`config.mk`:
```
export PLATFORM = sky130hd
export DESIGN_NAME = usr_cmd_sequencer_flat
export DESIGN_NICKNAME = d
export VERILOG_FILES = /design/src/rtl/usr_pkg.sv /design/src/rtl/usr_cmd_sequencer_if.sv /design/src/rtl/usr_cmd_fifo.sv /design/src/rtl/usr_cmd_sequencer.sv /design/src/flat_wrapper.sv
export SDC_FILE = /design/constraint.sdc
export NUM_CORES = 1
export LEC_CHECK = 0
export BUFFER_PORTS_ARGS = -buffer_cell sky130_fd_sc_hd__buf_2
export CAP_MARGIN = 10
export CORE_MARGIN = 1.5
export CORE_UTILIZATION = 45
export DETAILED_ROUTE_END_ITERATION = 10
export HOLD_SLACK_MARGIN = 0.02
export PLACE_DENSITY_LB_ADDON = 0.1
export SLEW_MARGIN = 30
export SYNTH_ARGS = -nofsm -noshare
export SYNTH_HDL_FRONTEND = slang
export SYNTH_SLANG_ARGS = --single-unit
```
`constraint.sdc`:
```
create_clock -name clk -period 3.15 [get_ports clk]
set_clock_uncertainty 0.05 [all_clocks]
set_input_delay 0.315 -clock clk [delete_from_list [all_inputs] [get_ports clk]]
set_output_delay 0.315 -clock clk [all_outputs]
set_load 0.02 [all_outputs]
```
`src/rtl/usr_pkg.sv`:
```
// Shared definitions for the command sequencer: op encodings, command layout
// and FSM state encoding.
package usr_pkg;

    localparam int OP_W       = 2;
    localparam int DEF_DATA_W = 4;
    localparam int DEF_CNT_W  = 3;
    localparam int DEF_DEPTH  = 4;

    typedef enum logic [OP_W-1:0] {
        OP_HOLD = 2'b00,
        OP_SHL  = 2'b01,
        OP_SHR  = 2'b10,
        OP_LOAD = 2'b11
    } op_e;

    typedef enum logic {
        IDLE  = 1'b0,
        ISSUE = 1'b1
    } state_e;

    // Reference layout at default widths; the FIFO stores {op, data, count} in this order.
    typedef struct packed {
        op_e                   op;
        logic [DEF_DATA_W-1:0] data;
        logic [DEF_CNT_W-1:0]  count;
    } cmd_t;

    localparam int DEF_CMD_W = $bits(cmd_t);

    function automatic int cmd_width(input int data_w, input int cnt_w);
        return OP_W + data_w + cnt_w;
    endfunction

endpackage

```
`src/rtl/usr_cmd_sequencer_if.sv`:
```
// Upstream command channel of the sequencer.
interface usr_cmd_sequencer_if #(
    parameter int DATA_W = 4,
    parameter int CNT_W  = 3
);
    import usr_pkg::*;

    // A command transfers on a rising edge where cmd_valid && cmd_ready; the
    // master holds its fields stable while waiting, and cmd_ready never
    // depends on cmd_valid.
    logic              cmd_valid;
    logic              cmd_ready;
    logic [OP_W-1:0]   cmd_op;
    logic [DATA_W-1:0] cmd_data;
    logic [CNT_W-1:0]  cmd_count;

    modport master (
        output cmd_valid,
        output cmd_op,
        output cmd_data,
        output cmd_count,
        input  cmd_ready
    );

    modport slave (
        input  cmd_valid,
        input  cmd_op,
        input  cmd_data,
        input  cmd_count,
        output cmd_ready
    );

endinterface

```
`src/rtl/usr_cmd_fifo.sv`:
```
// Power-of-two command FIFO with occupancy count; push is ignored when full,
// pop is ignored when empty.
module usr_cmd_fifo #(
    parameter  int WIDTH = 9,
    parameter  int DEPTH = 4,
    localparam int AW    = $clog2(DEPTH),
    localparam int LW    = AW + 1
) (
    input  logic             clk,
    input  logic             reset,
    input  logic             push_i,
    input  logic [WIDTH-1:0] push_data_i,
    input  logic             pop_i,
    output logic [WIDTH-1:0] head_o,
    output logic             full_o,
    output logic             empty_o,
    output logic [LW-1:0]    level_o
);

    logic [WIDTH-1:0] mem_q [DEPTH];
    logic [AW-1:0]    wr_ptr_q, wr_ptr_d;
    logic [AW-1:0]    rd_ptr_q, rd_ptr_d;
    logic [LW-1:0]    level_q, level_d;
    logic             do_push;
    logic             do_pop;

    assign full_o  = (level_q == LW'(DEPTH));
    assign empty_o = (level_q == '0);
    assign level_o = level_q;
    assign head_o  = mem_q[rd_ptr_q];
    assign do_push = push_i && !full_o && !reset;
    assign do_pop  = pop_i && !empty_o && !reset;

    always_comb begin
        wr_ptr_d = wr_ptr_q;
        rd_ptr_d = rd_ptr_q;
        level_d  = level_q;
        if (do_push) begin
            wr_ptr_d = wr_ptr_q + AW'(1);
        end
        if (do_pop) begin
            rd_ptr_d = rd_ptr_q + AW'(1);
        end
        case ({do_push, do_pop})
            2'b10:   level_d = level_q + LW'(1);
            2'b01:   level_d = level_q - LW'(1);
            default: level_d = level_q;
        endcase
    end

    always_ff @(posedge clk) begin
        if (reset) begin
            wr_ptr_q <= '0;
            rd_ptr_q <= '0;
            level_q  <= '0;
        end else begin
            wr_ptr_q <= wr_ptr_d;
            rd_ptr_q <= rd_ptr_d;
            level_q  <= level_d;
        end
    end

    always_ff @(posedge clk) begin
        if (do_push) begin
            mem_q[wr_ptr_q] <= push_data_i;
        end
    end

endmodule

```
`src/rtl/usr_cmd_sequencer.sv`:
```
// Queues shift-register commands and replays each one onto ctrl/d for
// count+1 consecutive cycles, chaining queued commands without gaps.
module usr_cmd_sequencer
    import usr_pkg::*;
#(
    parameter int DATA_W = DEF_DATA_W,
    parameter int CNT_W  = DEF_CNT_W,
    parameter int DEPTH  = DEF_DEPTH
) (
    input  logic                   clk,
    input  logic                   reset,
    usr_cmd_sequencer_if.slave     cmd,
    output logic [OP_W-1:0]        ctrl,
    output logic [DATA_W-1:0]      d,
    output logic                   busy,
    output logic                   done,
    output logic [$clog2(DEPTH):0] fifo_level,
    output state_e                 dbg_state
);

    localparam int CMD_W = OP_W + DATA_W + CNT_W;

    state_e            state_q, state_d;
    logic [OP_W-1:0]   ctrl_q, ctrl_d;
    logic [DATA_W-1:0] d_q, d_d;
    logic [CNT_W-1:0]  rem_q, rem_d;
    logic              push, pop, load;
    logic              full, empty;
    logic              last_issue;
    logic [CMD_W-1:0]  push_cmd, head_cmd;
    logic [OP_W-1:0]   head_op;
    logic [DATA_W-1:0] head_data;
    logic [CNT_W-1:0]  head_count;

    assign cmd.cmd_ready = !full && !reset;
    assign push          = cmd.cmd_valid && !full && !reset;
    assign push_cmd      = {cmd.cmd_op, cmd.cmd_data, cmd.cmd_count};

    assign head_op    = head_cmd[CMD_W-1 -: OP_W];
    assign head_data  = head_cmd[CNT_W +: DATA_W];
    assign head_count = head_cmd[CNT_W-1:0];

    usr_cmd_fifo #(
        .WIDTH (CMD_W),
        .DEPTH (DEPTH)
    ) u_fifo (
        .clk         (clk),
        .reset       (reset),
        .push_i      (push),
        .push_data_i (push_cmd),
        .pop_i       (pop),
        .head_o      (head_cmd),
        .full_o      (full),
        .empty_o     (empty),
        .level_o     (fifo_level)
    );

    assign last_issue = (state_q == ISSUE) && (rem_q == '0);

    always_comb begin
        state_d = state_q;
        ctrl_d  = ctrl_q;
        d_d     = d_q;
        rem_d   = rem_q;
        load    = 1'b0;
        case (state_q)
            IDLE: begin
                ctrl_d = OP_HOLD;
                load   = !empty;
            end
            ISSUE: begin
                if (rem_q != '0) begin
                    rem_d = rem_q - CNT_W'(1);
                end else if (!empty) begin
                    load = 1'b1;
                end else begin
                    state_d = IDLE;
                    ctrl_d  = OP_HOLD;
                end
            end
            default: begin
                state_d = IDLE;
                ctrl_d  = OP_HOLD;
            end
        endcase
        // Loading the head covers both the start from IDLE and the gapless chain.
        if (load) begin
            state_d = ISSUE;
            ctrl_d  = head_op;
            d_d     = head_data;
            rem_d   = head_count;
        end
        pop = load;
    end

    always_ff @(posedge clk) begin
        if (reset) begin
            state_q <= IDLE;
            ctrl_q  <= OP_HOLD;
            d_q     <= '0;
            rem_q   <= '0;
        end else begin
            state_q <= state_d;
            ctrl_q  <= ctrl_d;
            d_q     <= d_d;
            rem_q   <= rem_d;
        end
    end

    assign ctrl      = ctrl_q;
    assign d         = d_q;
    assign done      = last_issue && !reset;
    assign busy      = ((state_q == ISSUE) || !empty) && !reset;
    assign dbg_state = state_q;

endmodule

```
`src/flat_wrapper.sv`:
```
// flat-port wrapper written by rule: the top's interface ports become plain ports
module usr_cmd_sequencer_flat import usr_pkg::*;
#(
    parameter int DATA_W = DEF_DATA_W,
    parameter int CNT_W  = DEF_CNT_W,
    parameter int DEPTH  = DEF_DEPTH
)
  (clk, reset, ctrl, d, busy, done, fifo_level, dbg_state, cmd_cmd_valid, cmd_cmd_op, cmd_cmd_data, cmd_cmd_count, cmd_cmd_ready);
  usr_cmd_sequencer_if #(.DATA_W(DATA_W), .CNT_W(CNT_W)) cmd_i ();
  input  logic clk;
  input  logic reset;
  output logic [OP_W-1:0] ctrl;
  output logic [DATA_W-1:0] d;
  output logic busy;
  output logic done;
  output logic [$clog2(DEPTH):0] fifo_level;
  output state_e dbg_state;
  input wire logic [$bits(cmd_i.cmd_valid)-1:0] cmd_cmd_valid;
  input wire logic [$bits(cmd_i.cmd_op)-1:0] cmd_cmd_op;
  input wire logic [$bits(cmd_i.cmd_data)-1:0] cmd_cmd_data;
  input wire logic [$bits(cmd_i.cmd_count)-1:0] cmd_cmd_count;
  output wire logic [$bits(cmd_i.cmd_ready)-1:0] cmd_cmd_ready;
  assign cmd_i.cmd_valid = cmd_cmd_valid;
  assign cmd_i.cmd_op = cmd_cmd_op;
  assign cmd_i.cmd_data = cmd_cmd_data;
  assign cmd_i.cmd_count = cmd_cmd_count;
  assign cmd_cmd_ready = cmd_i.cmd_ready;
  usr_cmd_sequencer #(.DATA_W(DATA_W), .CNT_W(CNT_W), .DEPTH(DEPTH)) u_core (.clk(clk), .reset(reset), .cmd(cmd_i), .ctrl(ctrl), .d(d), .busy(busy), .done(done), .fifo_level(fifo_level), .dbg_state(dbg_state));
endmodule
```
==> results by group <==
Outcome
  • Status: finished clean

Critical path
  • CP max FO: 7
  • Reg2reg start: u_core.rem_q[0]
  • CP arrival: 2.69 ns
  • Critical path required time: 3.34 ns
  • R2r setup slk: between 0.6 and 0.7 ns
  • RR Endpoint: u_core.u_fifo.level_o[2]
  • Setup Crit Path Kind: flip-flop to flip-flop
  • Delay-heaviest family, CP: adder cells
  • Crit path cell chain: inv_1, ha_1, nand2b_4, and2_1, nor3_1, ha_1, inv_1, fa_1, xor2_1, or3_1, a21oi_1
  • Crit path depth: 11
  • FF-to-FF path depth: 11
  • Sum of buffers and inverters on the critical path: 2
  • Critical Path Start Type: flip-flop
  • CP peak stage delay: ~0.37 ns
  • Critical Path Slowest Stage Cell: fa_1
  • Crit end category: flip-flop
  • Setup crit end: u_core.u_fifo.level_o[2]
  • Crit path launch: u_core.rem_q[0]

Timing
  • Peak Freq: 0.400 GHz
  • Slew Limit Fails: 0
  • WHS: 0.159 ns
  • Final setup viols: 0
  • Worst-margin pin slew: 0.650 ns
  • Period minus WS final: 2.50 ns
  • Final hold viol count: 0
  • Final TNS setup: 0 ns
  • Worst slew margin: 56.6%
  • Crit share post-route: 79.3%
  • Unrepaired setup endpoints after global routing: false
  • Post-route setup slack: 0.652 ns

Logic synthesis
  • Avg Synthesized Cell Area: 15.0 um2
  • Warnings, synthesis: 0
  • Top cell type's share of synthesized area: 48.0%
  • Area contributors post-synth: edfxtp_1, dfxtp_1, mux4_2
  • Post-synthesis sequential area ratio: around 65%
  • Synth Register Bits: 55
  • Synth cell types: 33
  • Syn Nets: between 150 and 200
  • Syn Std Cell Area: 2250 um2
  • Cell accounting for the most synthesized area: edfxtp_1
  • Cells after synthesis: 150

Placed design
  • IO buf count: 24
  • Dpl ws: 0.664 ns
  • GPL Wtd Cong: a little over 0.7
  • Final HPWL from detailed placement: 2580 um
  • Dpl cells: 235

Route
  • Vias: 1,226
  • Number of DRC markers in iteration 0: 45
  • DRC: 0
  • Final wirelength: 3850 um
  • Drt via density: 5.05
  • DRT antenna net count: 0
  • Pre-antenna DRT Iters: 4
  • Routed wire length per instance: 15.9 um

Finish
  • Final core occ: 52.5%
  • Highest-count cells in the layout ignoring fill and taps: edfxtp_1, buf_2, dfxtp_1, nor2_1, inv_1
  • Area grow syn2layout: 11.6%
  • Nets: 195
  • Number of inserted diodes: 0
  • Most common cell after layout, fill and taps aside: edfxtp_1
  • Layout cells sized above 1: between 20% and 30%
  • Non-Filler Instances: 243

Worst hold path
  • Worst Hold Class: input port to flip-flop

Power
  • Comb power frac: 31.9%
  • Max VDD drop: 0.364 mV
  • Leak pwr: 0.898 nW
  • Sw Ratio: 34.4%
  • Int Pwr: 1.31 mW
  • Sequential share of power: 48.6%
  • Net Switching: about 680 uW
  • Power Density: 792 nW/um2
  • Clock Power Share: 19.5%

Clocking
  • CTS Sinks: 55
  • Clk root buf: clkbuf_8
  • # H-tree levels: 2
  • TritonCTS Buffers: 5
  • Clk slew on worst S/H paths: 0.10 ns
  • Clock buffer depth: 2
  • Cts hold-fix bufs: 0
  • Number of gates resized after cts: 0
  • Post-CTS Setup Inserts: 0
  • CTS tree: built
  • Clock Latency Late Sink: 0.31 ns

Floorplan
  • Die height: 73.7 um
  • Die area: 5440 um2
  • Core area: 4790 um2
  • Starting density of the core: 47.0%
  • Die X: 73.7 um
  • Boundary Pins: 25
  • Num rows: 25

GRT
  • Initial antenna violation count: 0
  • Largest net degree at the start of global routing: 24
  • Overflow after GRT: 0
  • GRT Overall Usage: 17.0%
  • Number of global-route vias before repair: 1,279
  • First-pass GRT wire length: roughly 6500 um

Job
  • Max_cap viols: 0
[flip-flops by register name (all words and copies together) (netlist names), named ones only]
name and count:
u_core.d 4, u_core.u_fifo.level_o 3, u_core.rem_q 3, u_core.ctrl 2
u_core.dbg_state 1, u_core.u_fifo.mem_q 36, u_core.u_fifo.rd_ptr_q 2, u_core.u_fifo.wr_ptr_q 2
[stage by stage]
| step | area (um2) | power (mW) |
|---|---|---|
| final | 2510 | 1.99 |
| after global routing | 2510 | 2.12 |
| after CTS | 2510 | 2.01 |
| after detailed placement | 2420 | 1.62 |
| after global placement | 2420 | 1.61 |
| after floorplan | 2250 | 1.46 |
[cell type report]
class / instances / area (um2)
well taps: 67 / 83.8
clock inverters: 2 / 17.5
fillers: 412 / 2270
inverters: 10 / 37.5
clock buffers: 6 / 72.6
flip-flops and latches: 55 / 1460
repair buffers: 24 / 120
multi-input cells: 79 / 718
[how the worst min path moves through the flow]
stage	depth (start not counted)	startpoint	end
after global routing	1	cmd_cmd_count[0]	u_core.u_fifo.mem_q[2][0]
after global placement	2	u_core.d[1]	u_core.d[1]
after detailed placement	2	u_core.d[2]	u_core.d[2]
after CTS	1	cmd_cmd_count[0]	u_core.u_fifo.mem_q[3][0]
final	1	cmd_cmd_count[0]	u_core.u_fifo.mem_q[2][0]
after floorplan	1	reset	u_core.rem_q[1]
[logic make-up after synthesis]
family	share of synthesized area [%]
DFF	64.9
and+or+nand+nor	7.73
AOI/OAI and AO/OA	6.23
buffers and inverters	3.17
muxes	11.2
adders and majority gates	4.78
xor gates and xnor gates	1.95
[cell usage after synthesis]
cell type and n:
a211oi_4 1, clkbuf_2 1, a211oi_2 1, ha_1 7, buf_2 2, xnor2_1 3, a21oi_4 1, or3_4 1
nor2_2 1, o31ai_1 1, dfxtp_1 19, xor2_1 2, a22oi_1 2, a21oi_1 8, mux2i_1 5, nor3_2 1
a21o_1 1, edfxtp_1 36, o21ai_0 1, nor3_1 1, mux4_2 9, fa_1 1, buf_6 1, nor3b_1 1
nor2_1 18, a221oi_1 1, inv_1 10, nand2_1 4, a211oi_1 1, or3_1 1, nand2b_4 1, and2_1 5
clkbuf_1 2
[power groups by stage]
stage / clock network (mW) / registers (mW) / logic (mW)
4_1_cts: 0.400 / 0.971 / 0.641
5_1_grt: 0.430 / 0.985 / 0.710
3_5_place_dp: 0 / 0.988 / 0.637
3_3_place_gp: 0 / 0.981 / 0.624
2_1_floorplan: 0 / 0.992 / 0.469
6_report: 0.388 / 0.968 / 0.634
[worst reg2reg max path, cell delays in order (launching register included)]
cell and delay [ns]:
dfxtp_1 0.30, inv_1 0.11, ha_1 0.23, nand2b_4 0.09, and2_1 0.23, nor3_1 0.15, ha_1 0.21, inv_1 0.06
fa_1 0.37, xor2_1 0.17, or3_1 0.31, a21oi_1 0.15
[layer usage]
layer | global-route usage [%] | wire, um | up-vias
met1 | 22.6 | 1820 | 598
met5 | 0 | 0 | -
li1 | - | - | 594
met4 | 6.38 | 68 | 0
met3 | 6.17 | 167 | 9
met2 | 25.6 | 1800 | 25
Note: power is estimated with default switching activity, not from simulation.
